### src/rtl/controlador_vga_param.sv
`default_nettype none
// controlador_vga_param: parametrised VGA timing generator with pixel strobe and NxN board-cell decode.
// Rev 1.0
module controlador_vga_param #(
  parameter int H_ACTIVE = 640,
  parameter int H_FP     = 16,
  parameter int H_SW     = 96,
  parameter int H_BP     = 48,
  parameter int V_ACTIVE = 480,
  parameter int V_FP     = 10,
  parameter int V_SW     = 2,
  parameter int V_BP     = 33,
  parameter bit H_POL    = 1'b0,
  parameter bit V_POL    = 1'b0,
  parameter int CLK_DIV  = 2,
  parameter int CNT_W    = 10,
  parameter int GRID_N   = 3,
  parameter int CELDA    = 160,
  parameter int LINEA    = 4,
  parameter int ORIG_X   = 80,
  parameter int ORIG_Y   = 0
) (
  input  logic                                          clk,
  input  logic                                          botonRST,
  input  logic                                          en,
  output logic                                          pix_en,
  output logic                                          H_SYNC,
  output logic                                          V_SYNC,
  output logic                                          SYNC_BLANK,
  output logic                                          SYNC_B,
  output logic [CNT_W-1:0]                              cuentaX,
  output logic [CNT_W-1:0]                              cuentaY,
  output logic                                          inicioLinea,
  output logic                                          inicioCuadro,
  output logic [((GRID_N > 2) ? $clog2(GRID_N) : 1)-1:0] celdaCol,
  output logic [((GRID_N > 2) ? $clog2(GRID_N) : 1)-1:0] celdaFila,
  output logic                                          enCelda,
  output logic                                          enBorde
);

  localparam int H_TOTAL = H_ACTIVE + H_FP + H_SW + H_BP;
  localparam int V_TOTAL = V_ACTIVE + V_FP + V_SW + V_BP;
  localparam int CW      = (GRID_N > 2) ? $clog2(GRID_N) : 1;
  localparam int DIV_W   = (CLK_DIV > 1) ? $clog2(CLK_DIV) : 1;
  localparam int OFF_W   = (CELDA > 1) ? $clog2(CELDA) : 1;

  if (H_TOTAL > (1 << CNT_W)) begin : g_err_h_total
    $error("H_TOTAL does not fit in CNT_W bits");
  end
  if (V_TOTAL > (1 << CNT_W)) begin : g_err_v_total
    $error("V_TOTAL does not fit in CNT_W bits");
  end
  if (CLK_DIV < 1) begin : g_err_clk_div
    $error("CLK_DIV must be at least 1");
  end
  if (ORIG_X + GRID_N * CELDA > H_ACTIVE) begin : g_err_grid_x
    $error("grid exceeds the visible width");
  end
  if (ORIG_Y + GRID_N * CELDA > V_ACTIVE) begin : g_err_grid_y
    $error("grid exceeds the visible height");
  end
  if (LINEA >= CELDA) begin : g_err_linea
    $error("LINEA must be smaller than CELDA");
  end

  localparam logic [DIV_W-1:0] DIV_LAST  = DIV_W'(CLK_DIV - 1);
  localparam logic [CNT_W-1:0] X_LAST    = CNT_W'(H_TOTAL - 1);
  localparam logic [CNT_W-1:0] Y_LAST    = CNT_W'(V_TOTAL - 1);
  localparam logic [CNT_W:0]   HS_ON     = (CNT_W+1)'(H_ACTIVE + H_FP);
  localparam logic [CNT_W:0]   HS_OFF    = (CNT_W+1)'(H_ACTIVE + H_FP + H_SW);
  localparam logic [CNT_W:0]   VS_ON     = (CNT_W+1)'(V_ACTIVE + V_FP);
  localparam logic [CNT_W:0]   VS_OFF    = (CNT_W+1)'(V_ACTIVE + V_FP + V_SW);
  localparam logic [CNT_W:0]   H_VIS     = (CNT_W+1)'(H_ACTIVE);
  localparam logic [CNT_W:0]   V_VIS     = (CNT_W+1)'(V_ACTIVE);
  localparam logic [CNT_W-1:0] GX0       = CNT_W'(ORIG_X);
  localparam logic [CNT_W-1:0] GY0       = CNT_W'(ORIG_Y);
  localparam logic [OFF_W-1:0] OFF_LAST  = OFF_W'(CELDA - 1);
  localparam logic [OFF_W-1:0] LINEA_W   = OFF_W'(LINEA);
  localparam logic [OFF_W-1:0] TAIL      = OFF_W'(CELDA - LINEA);
  localparam logic [CW-1:0]    CELL_LAST = CW'(GRID_N - 1);
  localparam bit               HAS_LINE  = (LINEA > 0);
  localparam bit               GX_IN0    = (ORIG_X == 0);
  localparam bit               GY_IN0    = (ORIG_Y == 0);
  localparam bit               BORDE0    = GX_IN0 && GY_IN0 && HAS_LINE;

  logic [DIV_W-1:0] div_q, div_d;
  logic [CNT_W-1:0] x_q, x_d, y_q, y_d;
  logic             line_wrap, frame_wrap;

  logic             gx_in_q, gx_in_d, gy_in_q, gy_in_d;
  logic [OFF_W-1:0] gx_off_q, gx_off_d, gy_off_q, gy_off_d;
  logic [CW-1:0]    gx_col_q, gx_col_d, gy_fila_q, gy_fila_d;

  logic             hs_q, hs_d, vs_q, vs_d, blank_q, blank_d;
  logic             ini_lin_q, ini_lin_d, ini_cua_q, ini_cua_d;
  logic             en_celda_q, en_celda_d, en_borde_q, en_borde_d;
  logic [CW-1:0]    col_q, col_d, fila_q, fila_d;

  // Gated by the reset pin so no strobe is seen while reset is held.
  assign pix_en = botonRST & en & (div_q == DIV_LAST);

  always_comb begin
    div_d = div_q;
    if (en) begin
      div_d = (div_q == DIV_LAST) ? '0 : div_q + DIV_W'(1);
    end
  end

  always_comb begin
    x_d        = x_q;
    y_d        = y_q;
    line_wrap  = 1'b0;
    frame_wrap = 1'b0;
    if (pix_en) begin
      if (x_q == X_LAST) begin
        x_d       = '0;
        line_wrap = 1'b1;
        if (y_q == Y_LAST) begin
          y_d        = '0;
          frame_wrap = 1'b1;
        end else begin
          y_d = y_q + CNT_W'(1);
        end
      end else begin
        x_d = x_q + CNT_W'(1);
      end
    end
  end

  // Horizontal sub-cell tracker: enters at ORIG_X, steps offset/column, leaves after the last cell.
  always_comb begin
    gx_in_d  = gx_in_q;
    gx_off_d = gx_off_q;
    gx_col_d = gx_col_q;
    if (pix_en) begin
      if (line_wrap) begin
        gx_in_d  = GX_IN0;
        gx_off_d = '0;
        gx_col_d = '0;
      end else if (!gx_in_q) begin
        if (x_d == GX0) begin
          gx_in_d  = 1'b1;
          gx_off_d = '0;
          gx_col_d = '0;
        end
      end else if (gx_off_q == OFF_LAST) begin
        gx_off_d = '0;
        if (gx_col_q == CELL_LAST) begin
          gx_in_d  = 1'b0;
          gx_col_d = '0;
        end else begin
          gx_col_d = gx_col_q + CW'(1);
        end
      end else begin
        gx_off_d = gx_off_q + OFF_W'(1);
      end
    end
  end

  // Vertical tracker steps once per line wrap.
  always_comb begin
    gy_in_d   = gy_in_q;
    gy_off_d  = gy_off_q;
    gy_fila_d = gy_fila_q;
    if (line_wrap) begin
      if (frame_wrap) begin
        gy_in_d   = GY_IN0;
        gy_off_d  = '0;
        gy_fila_d = '0;
      end else if (!gy_in_q) begin
        if (y_d == GY0) begin
          gy_in_d   = 1'b1;
          gy_off_d  = '0;
          gy_fila_d = '0;
        end
      end else if (gy_off_q == OFF_LAST) begin
        gy_off_d = '0;
        if (gy_fila_q == CELL_LAST) begin
          gy_in_d   = 1'b0;
          gy_fila_d = '0;
        end else begin
          gy_fila_d = gy_fila_q + CW'(1);
        end
      end else begin
        gy_off_d = gy_off_q + OFF_W'(1);
      end
    end
  end

  // Outputs decode the next coordinate so they register alongside it.
  always_comb begin
    hs_d       = (({1'b0, x_d} >= HS_ON) && ({1'b0, x_d} < HS_OFF)) ? H_POL : ~H_POL;
    vs_d       = (({1'b0, y_d} >= VS_ON) && ({1'b0, y_d} < VS_OFF)) ? V_POL : ~V_POL;
    blank_d    = ({1'b0, x_d} < H_VIS) && ({1'b0, y_d} < V_VIS);
    ini_lin_d  = line_wrap;
    ini_cua_d  = frame_wrap;
    en_celda_d = gx_in_d & gy_in_d;
    col_d      = en_celda_d ? gx_col_d : '0;
    fila_d     = en_celda_d ? gy_fila_d : '0;
    en_borde_d = en_celda_d & HAS_LINE &
                 ((gx_off_d < LINEA_W) || (gy_off_d < LINEA_W) ||
                  ((gx_col_d == CELL_LAST) && (gx_off_d >= TAIL)) ||
                  ((gy_fila_d == CELL_LAST) && (gy_off_d >= TAIL)));
  end

  always_ff @(posedge clk or negedge botonRST) begin
    if (!botonRST) begin
      div_q      <= '0;
      x_q        <= '0;
      y_q        <= '0;
      gx_in_q    <= GX_IN0;
      gx_off_q   <= '0;
      gx_col_q   <= '0;
      gy_in_q    <= GY_IN0;
      gy_off_q   <= '0;
      gy_fila_q  <= '0;
      hs_q       <= ~H_POL;
      vs_q       <= ~V_POL;
      blank_q    <= (H_ACTIVE > 0) && (V_ACTIVE > 0);
      ini_lin_q  <= 1'b0;
      ini_cua_q  <= 1'b0;
      en_celda_q <= GX_IN0 && GY_IN0;
      en_borde_q <= BORDE0;
      col_q      <= '0;
      fila_q     <= '0;
    end else begin
      div_q      <= div_d;
      x_q        <= x_d;
      y_q        <= y_d;
      gx_in_q    <= gx_in_d;
      gx_off_q   <= gx_off_d;
      gx_col_q   <= gx_col_d;
      gy_in_q    <= gy_in_d;
      gy_off_q   <= gy_off_d;
      gy_fila_q  <= gy_fila_d;
      hs_q       <= hs_d;
      vs_q       <= vs_d;
      blank_q    <= blank_d;
      ini_lin_q  <= ini_lin_d;
      ini_cua_q  <= ini_cua_d;
      en_celda_q <= en_celda_d;
      en_borde_q <= en_borde_d;
      col_q      <= col_d;
      fila_q     <= fila_d;
    end
  end

  assign H_SYNC       = hs_q;
  assign V_SYNC       = vs_q;
  assign SYNC_BLANK   = blank_q;
  assign SYNC_B       = 1'b0;
  assign cuentaX      = x_q;
  assign cuentaY      = y_q;
  assign inicioLinea  = ini_lin_q;
  assign inicioCuadro = ini_cua_q;
  assign celdaCol     = col_q;
  assign celdaFila    = fila_q;
  assign enCelda      = en_celda_q;
  assign enBorde      = en_borde_q;

endmodule
`default_nettype wire

### config.mk
export PLATFORM = sky130hd
export DESIGN_NAME = controlador_vga_param
export DESIGN_NICKNAME = d
export VERILOG_FILES = /design/src/rtl/controlador_vga_param.sv
export SDC_FILE = /design/constraint.sdc
export NUM_CORES = 1
export LEC_CHECK = 0
export ABC_CLOCK_PERIOD_IN_PS = 4400
export CAP_MARGIN = 0
export CORE_UTILIZATION = 41
export CTS_CLUSTER_DIAMETER = 120
export DETAILED_ROUTE_END_ITERATION = 6
export DONT_BUFFER_PORTS = 1
export SLEW_MARGIN = 20
export SYNTH_ARGS = -nofsm -noshare
export SYNTH_HDL_FRONTEND = slang
export SYNTH_SLANG_ARGS = --single-unit
### constraint.sdc
create_clock -name clk -period 4.4 [get_ports clk]
set_input_delay 0.88 -clock clk [delete_from_list [all_inputs] [get_ports clk]]
set_output_delay 0.88 -clock clk [all_outputs]
set_load 0.03 [all_outputs]
======== Word-level counts from Yosys, hierarchy flattened ========
Cells that the tools add are included.
word-level totals
  word-level logic and storage cells ...... 106
  bits in registers ....................... 54
operators by class
  order comparisons ....................... 10
  reduce and logical (&&, ||, !) cells .... 9
  multiplexer cells ....................... 49
  equality and inequality tests ........... 9
  bitwise logic cells ..................... 4
  add/sub/neg operators ................... 7
operators by type and width
  kind                                                                    number
  8-bit 2-to-1 mux                                                        10
  10-bit 2-to-1 mux                                                       5
  2-bit 2-to-1 mux                                                        14
  10-bit by 1-bit adder with 10-bit output, second input constant         2
  10-bit == test, second input constant                                   2
  10-bit < comparator, second input constant                              2
  10-bit by 9-bit < comparator with 1-bit output, second input constant   2
  1-bit 2-to-1 mux                                                        20
  8-bit by 1-bit adder with 8-bit output, second input constant           2
  8-bit == test, second input constant                                    2
  8-bit >= comparator, second input constant                              2
  8-bit by 3-bit < comparator with 1-bit output, second input constant    2
  10-bit by 7-bit == test with 1-bit output, second input constant        1
  10-bit >= comparator, second input constant                             1
  10-bit by 9-bit >= comparator with 1-bit output, second input constant  1
  10-bit logical NOT                                                      1
  2-bit == test, second input constant                                    4
  1-bit logical AND                                                       5
  2-bit by 1-bit adder with 2-bit output, second input constant           2
  1-bit bitwise AND                                                       4
  1-bit logical OR                                                        3
  1-bit adder, second input constant                                      1

======== Logic depth before layout (Yosys ltp) ========
  word-level depth ........................ 14
  mapped depth ............................ 14
  gate-level depth less buffers ........... 12

======== Least setup slack after synthesis ========
OpenSTA, ideal clock, no wires.
  path type ............................... reg-to-reg
  start point ............................. register x_q[5] (netlist: cuentaX[5])
  end point ............................... register en_borde_q (netlist: enBorde)
  stages on the path, launching flop included .. 15
  path slack .............................. 378 ps
  required time ........................... 4,274 ps
  arrival time ............................ 3,896 ps
  period minus slack after synthesis ...... 4,022 ps
  path through ............................ dfrtp_1 buf_6 or4b_4 buf_6 or4_4 buf_6 o41ai_4 a31oi_1 o41ai_2 buf_6 o31ai_1 a21o_1 nand3b_1 a31o_1 a311o_1
between the ends
  longest elaborated chain between the ends .. 13
ends and longest elaborated chain
  what                                           line  RTL
  from (decl)                                    87    logic [CNT_W-1:0] x_q, x_d, y_q, y_d;
  from (signal assigned)                         209   x_q <= '0;
  from (signal assigned)                         228   x_q <= x_d;
  10-bit == test (*)                             115   if (x_q == X_LAST) begin
  10-bit 2-to-1 mux                              115
  10-bit 2-to-1 mux                              114   if (pix_en) begin
  10-bit logical NOT                             171   if (y_d == GY0) begin
  8-bit 2-to-1 mux                               171
  8-bit 2-to-1 mux                               170   end else if (!gy_in_q) begin
  8-bit 2-to-1 mux                               166   if (frame_wrap) begin
  8-bit 2-to-1 mux (*)                           165   if (line_wrap) begin
  net gy_off_d[5]                                91    logic [OFF_W-1:0] gx_off_q, gx_off_d, gy_off_q, gy_off_d;
  8-bit by 3-bit < comparator with 1-bit output  201   ((gx_off_d < LINEA_W) || (gy_off_d < LINEA_W) ||
  1-bit logical OR (2 in a row)                  201
  1-bit logical OR (*)                           202   ((gx_col_d == CELL_LAST) && (gx_off_d >= TAIL)) ||
  1-bit bitwise AND (*)                          200   en_borde_d = en_celda_d & HAS_LINE &
  net en_borde_d                                 96    logic en_celda_q, en_celda_d, en_borde_q, en_borde_d;
  to (signal assigned)                           242   en_borde_q <= en_borde_d;
  to (decl)                                      96
Mark *: on every way through the listed nets, which the timed path passes. The rest lies on a longest branch.
A chain may end at the register's enable or synchronous reset.

======== Final worst setup path ========
Ends and elaborated chain as after synthesis.

==> summary.txt <==
Layout
  • Layout cells sized above 1: 0.100
  • Finished Layout Cells: 448
  • Fin util: 0.460
  • Final instance area: 0.00339 mm²
  • Layout Nets: 356
  • Diode count: 0
  • Number of fill cells: 739
  • Most common cell after layout, fill and taps aside: dfrtp_1
  • Layout area overhead: 6.90%
  • Most frequent cells in the layout: dfrtp_1 (50), nand2_1 (35), nor2_1 (28)

Die
  • Initial Util: 0.431
  • Die area: 0.00810 mm²
  • Height of the chip: 90.0 µm
  • # IOs: 36
  • # rows: 31
  • Core Box Area: 0.00737 mm²
  • Die Wd: 90.0 µm

STA
  • Final setup margin: 594 ps
  • Setup TNS: 0 ps
  • Slew HR: 0.480
  • Hold slack: 254 ps
  • Clock Skew: 6.03 ps
  • Unrepaired setup endpoints after global routing: no
  • Period utilisation layout: 0.865
  • Final Max Slew Viols: 0
  • Max Freq: 0.263 GHz
  • Finish-stage setup viols: 0
  • Slew @ Worst Pin: 774 ps
  • Final hold vios: 0
  • Final worst path period need: 3810 ps

Clock tree
  • CTS resizes: 0
  • Htree depth: 2
  • TritonCTS sink count: 54
  • Max clock buf depth: 2
  • Clock transition at the registers of the reported paths: 100 ps
  • CTS tree: yes
  • Post-CTS setup buffer count: 0
  • Total CTS buffers: 5
  • Hold_buf cts: 0
  • Worst-Skew Late Latency: 300 ps
  • Root Buffer: clkbuf_8

Setup path
  • Crit path required time: 4590 ps
  • CP Launch Type: flop
  • Worst Path Buf+Inv: 1
  • CP endpoint kind: flop
  • CP cell instances: or4b_4, or4_4, o41ai_4, a31oi_1, o41ai_2, buf_4, o31ai_1, a21o_1, nand3b_1, a31o_1, a311o_1
  • Max stage delay cell, worst path: or4_4
  • CP max FO: 12
  • Max incr delay on CP: 620 ps
  • WS Path Type: reg -> reg
  • CP arrival: 4000 ps
  • Delay-heaviest family, CP: compound AO/OA/AOI/OAI gates

Pwr
  • Peak supply drop: 0.000166 V
  • Total power per unit cell area: 301 mW/mm²
  • Power, Total: 1.02 mW
  • Leakage: 1.47 nW

Yosys
  • Post-synthesis register bit count: 54
  • Unique masters post-synth: 67
  • Syn nets: 352
  • Post-Syn Area: 0.00317 mm²
  • Prevailing post-synth register cell: dfrtp_1
  • Syn Area/Cell: 9.23 µm²
  • Synth async-reset ratio: 1.00
  • Number of synthesized flops with an enable pin: 0
  • Mapped Cells: 344
  • Yosys synthesis warning count: 0
  • Sequential element share of the synthesized area: 0.427

Global routing
  • Largest net degree at the start of global routing: 58
  • Initial antenna violation count: 0
  • First-pass GRT wire length: 12500 µm
  • Vias in the first global route: 2565
  • Gr usage total: 0.189
  • Overflow after GRT: 0

Placed design
  • Total placed cells including tap cells: 440
  • DPL Wire Length: 5240 µm
  • Pre-CTS WS: 433 ps
  • GPL Wtd Cong: 0.837
  • Post-DP Area: 0.00330 mm²
  • Port Buffer Count: 0

Flow run
  • Max_cap viols: 0

Drt
  • Vias per cell: 5.96
  • Router iterations before antenna repair: 4
  • Final ANT Viol Nets: 0
  • Post-Route WL: 7260 µm
  • Wire per inst: 16.2 µm
  • Vias: 2668
  • Iter 0 DRT Violations: 188
  • DRC: 0

Worst hold path
  • Hold crit path type: in -> async

Run status
  • Outcome: complete, no violations
[metal layers]
layer | up-vias | share of wire | track usage
met2 | 98 | 0.44 | 0.299
met5 | - | 0 | 0
met1 | 1269 | 0.47 | 0.252
li1 | 1288 | - | -
met4 | 0 | 0.017 | 0.0685
met3 | 13 | 0.065 | 0.0448
[sequential cells by signal, summed over array words and instances (netlist names), named ones only]
signal and flops:
gx_in_q 1, celdaCol 2, div_q 1, gx_off_q 8
inicioLinea 1, gx_col_q 2, gy_off_q 7, SYNC_BLANK 1
cuentaY 10, enCelda 1, celdaFila 2, cuentaX 10
H_SYNC 1, enBorde 1, V_SYNC 1, inicioCuadro 1
gy_fila_q 2, gy_in_q 1
[worst register-to-register path, stage by stage (launching register included)]
cell      delay (ps)
dfrtp_1          390
or4b_4           600
or4_4            620
o41ai_4          390
a31oi_1          160
o41ai_2          300
buf_4            230
o31ai_1           90
a21o_1           190
nand3b_1         210
a31o_1           210
a311o_1          310
[report_power, final]
group / internal (mW) / switching [mW] / total (mW) / leakage (nW)
Clock: 0.128 / 0.161 / 0.288 / 0.0482
Combinational: 0.0660 / 0.135 / 0.201 / 0.701
Sequential: 0.518 / 0.0139 / 0.532 / 0.723
[cells by family (layout without fill, tap and decap cells)]
| logic type | after synthesis | after routing | synth area share |
|---|---|---|---|
| simple gates | 150 | 150 | 0.253 |
| compound gates | 85 | 85 | 0.199 |
| flops | 54 | 54 | 0.427 |
| buf+inv | 31 | 36 | 0.0485 |
| xor+xnor | 15 | 15 | 0.0414 |
| fa+ha+maj | 5 | 5 | 0.0197 |
| mux | 3 | 3 | 0.00946 |
| other cells | 1 | 1 | 0.00118 |
[final timing paths]
| check | endpoint | depth (start not counted) | startpoint | slack (ps) |
|---|---|---|---|---|
| worst max register to register | enBorde$_DFF_PN0_ | 11 | cuentaX[5]$_DFF_PN0_ | 590 |
| worst min register to register | gy_in_q$_DFF_PN1_ | 1 | gy_fila_q[1]$_DFF_PN0_ | 470 |
| worst min-delay path | cuentaX[7]$_DFF_PN0_ | 0 | botonRST | 250 |
| min in group clk | gy_in_q$_DFF_PN1_ | 1 | gy_fila_q[1]$_DFF_PN0_ | 470 |
| max in group asynchronous | gy_in_q$_DFF_PN1_ | 0 | botonRST | 3950 |
| worst max-delay path | enBorde$_DFF_PN0_ | 11 | cuentaX[5]$_DFF_PN0_ | 590 |
[Yosys cell counts, types with 2 or more instances]
library cell | instances | area share
a211o_1 | 2 | 0.0055
a21boi_0 | 2 | 0.0047
a21o_1 | 6 | 0.014
a21oi_1 | 11 | 0.017
a22o_1 | 3 | 0.0083
a2bb2oi_1 | 2 | 0.0055
a311oi_1 | 3 | 0.0083
a31oi_1 | 9 | 0.018
a32o_1 | 4 | 0.013
and2_1 | 6 | 0.012
and3_1 | 3 | 0.0059
and4_1 | 6 | 0.017
buf_6 | 4 | 0.014
clkbuf_1 | 10 | 0.012
dfrtp_1 | 50 | 0.39
dfstp_2 | 4 | 0.033
ha_1 | 5 | 0.020
inv_1 | 14 | 0.017
mux2i_1 | 3 | 0.0095
nand2_1 | 35 | 0.041
nand2b_1 | 3 | 0.0059
nand3_1 | 20 | 0.032
nand3b_1 | 4 | 0.0095
nand4_1 | 10 | 0.020
nor2_1 | 28 | 0.033
nor2b_1 | 2 | 0.0039
nor3_1 | 12 | 0.019
nor4_1 | 4 | 0.0079
nor4b_1 | 2 | 0.0055
o211ai_1 | 2 | 0.0047
o21ai_0 | 17 | 0.027
o311ai_0 | 2 | 0.0055
o31ai_1 | 5 | 0.012
or2_2 | 2 | 0.0039
or3_1 | 4 | 0.0079
xnor2_1 | 8 | 0.022
xor2_1 | 7 | 0.019
[cell type report]
cell class | count | area [µm²] | share of cell area
multi-input combinational | 259 | 1660 | 0.490
sequential | 54 | 1360 | 0.400
tap | 99 | 124 | 0.0365
timing repair buffer | 14 | 105 | 0.0310
clock buffer | 7 | 86.3 | 0.0254
inverter | 14 | 52.6 | 0.0155
clock inverter | 1 | 5.00 | 0.00147
No activity file was read; power rests on OpenSTA's default activity.
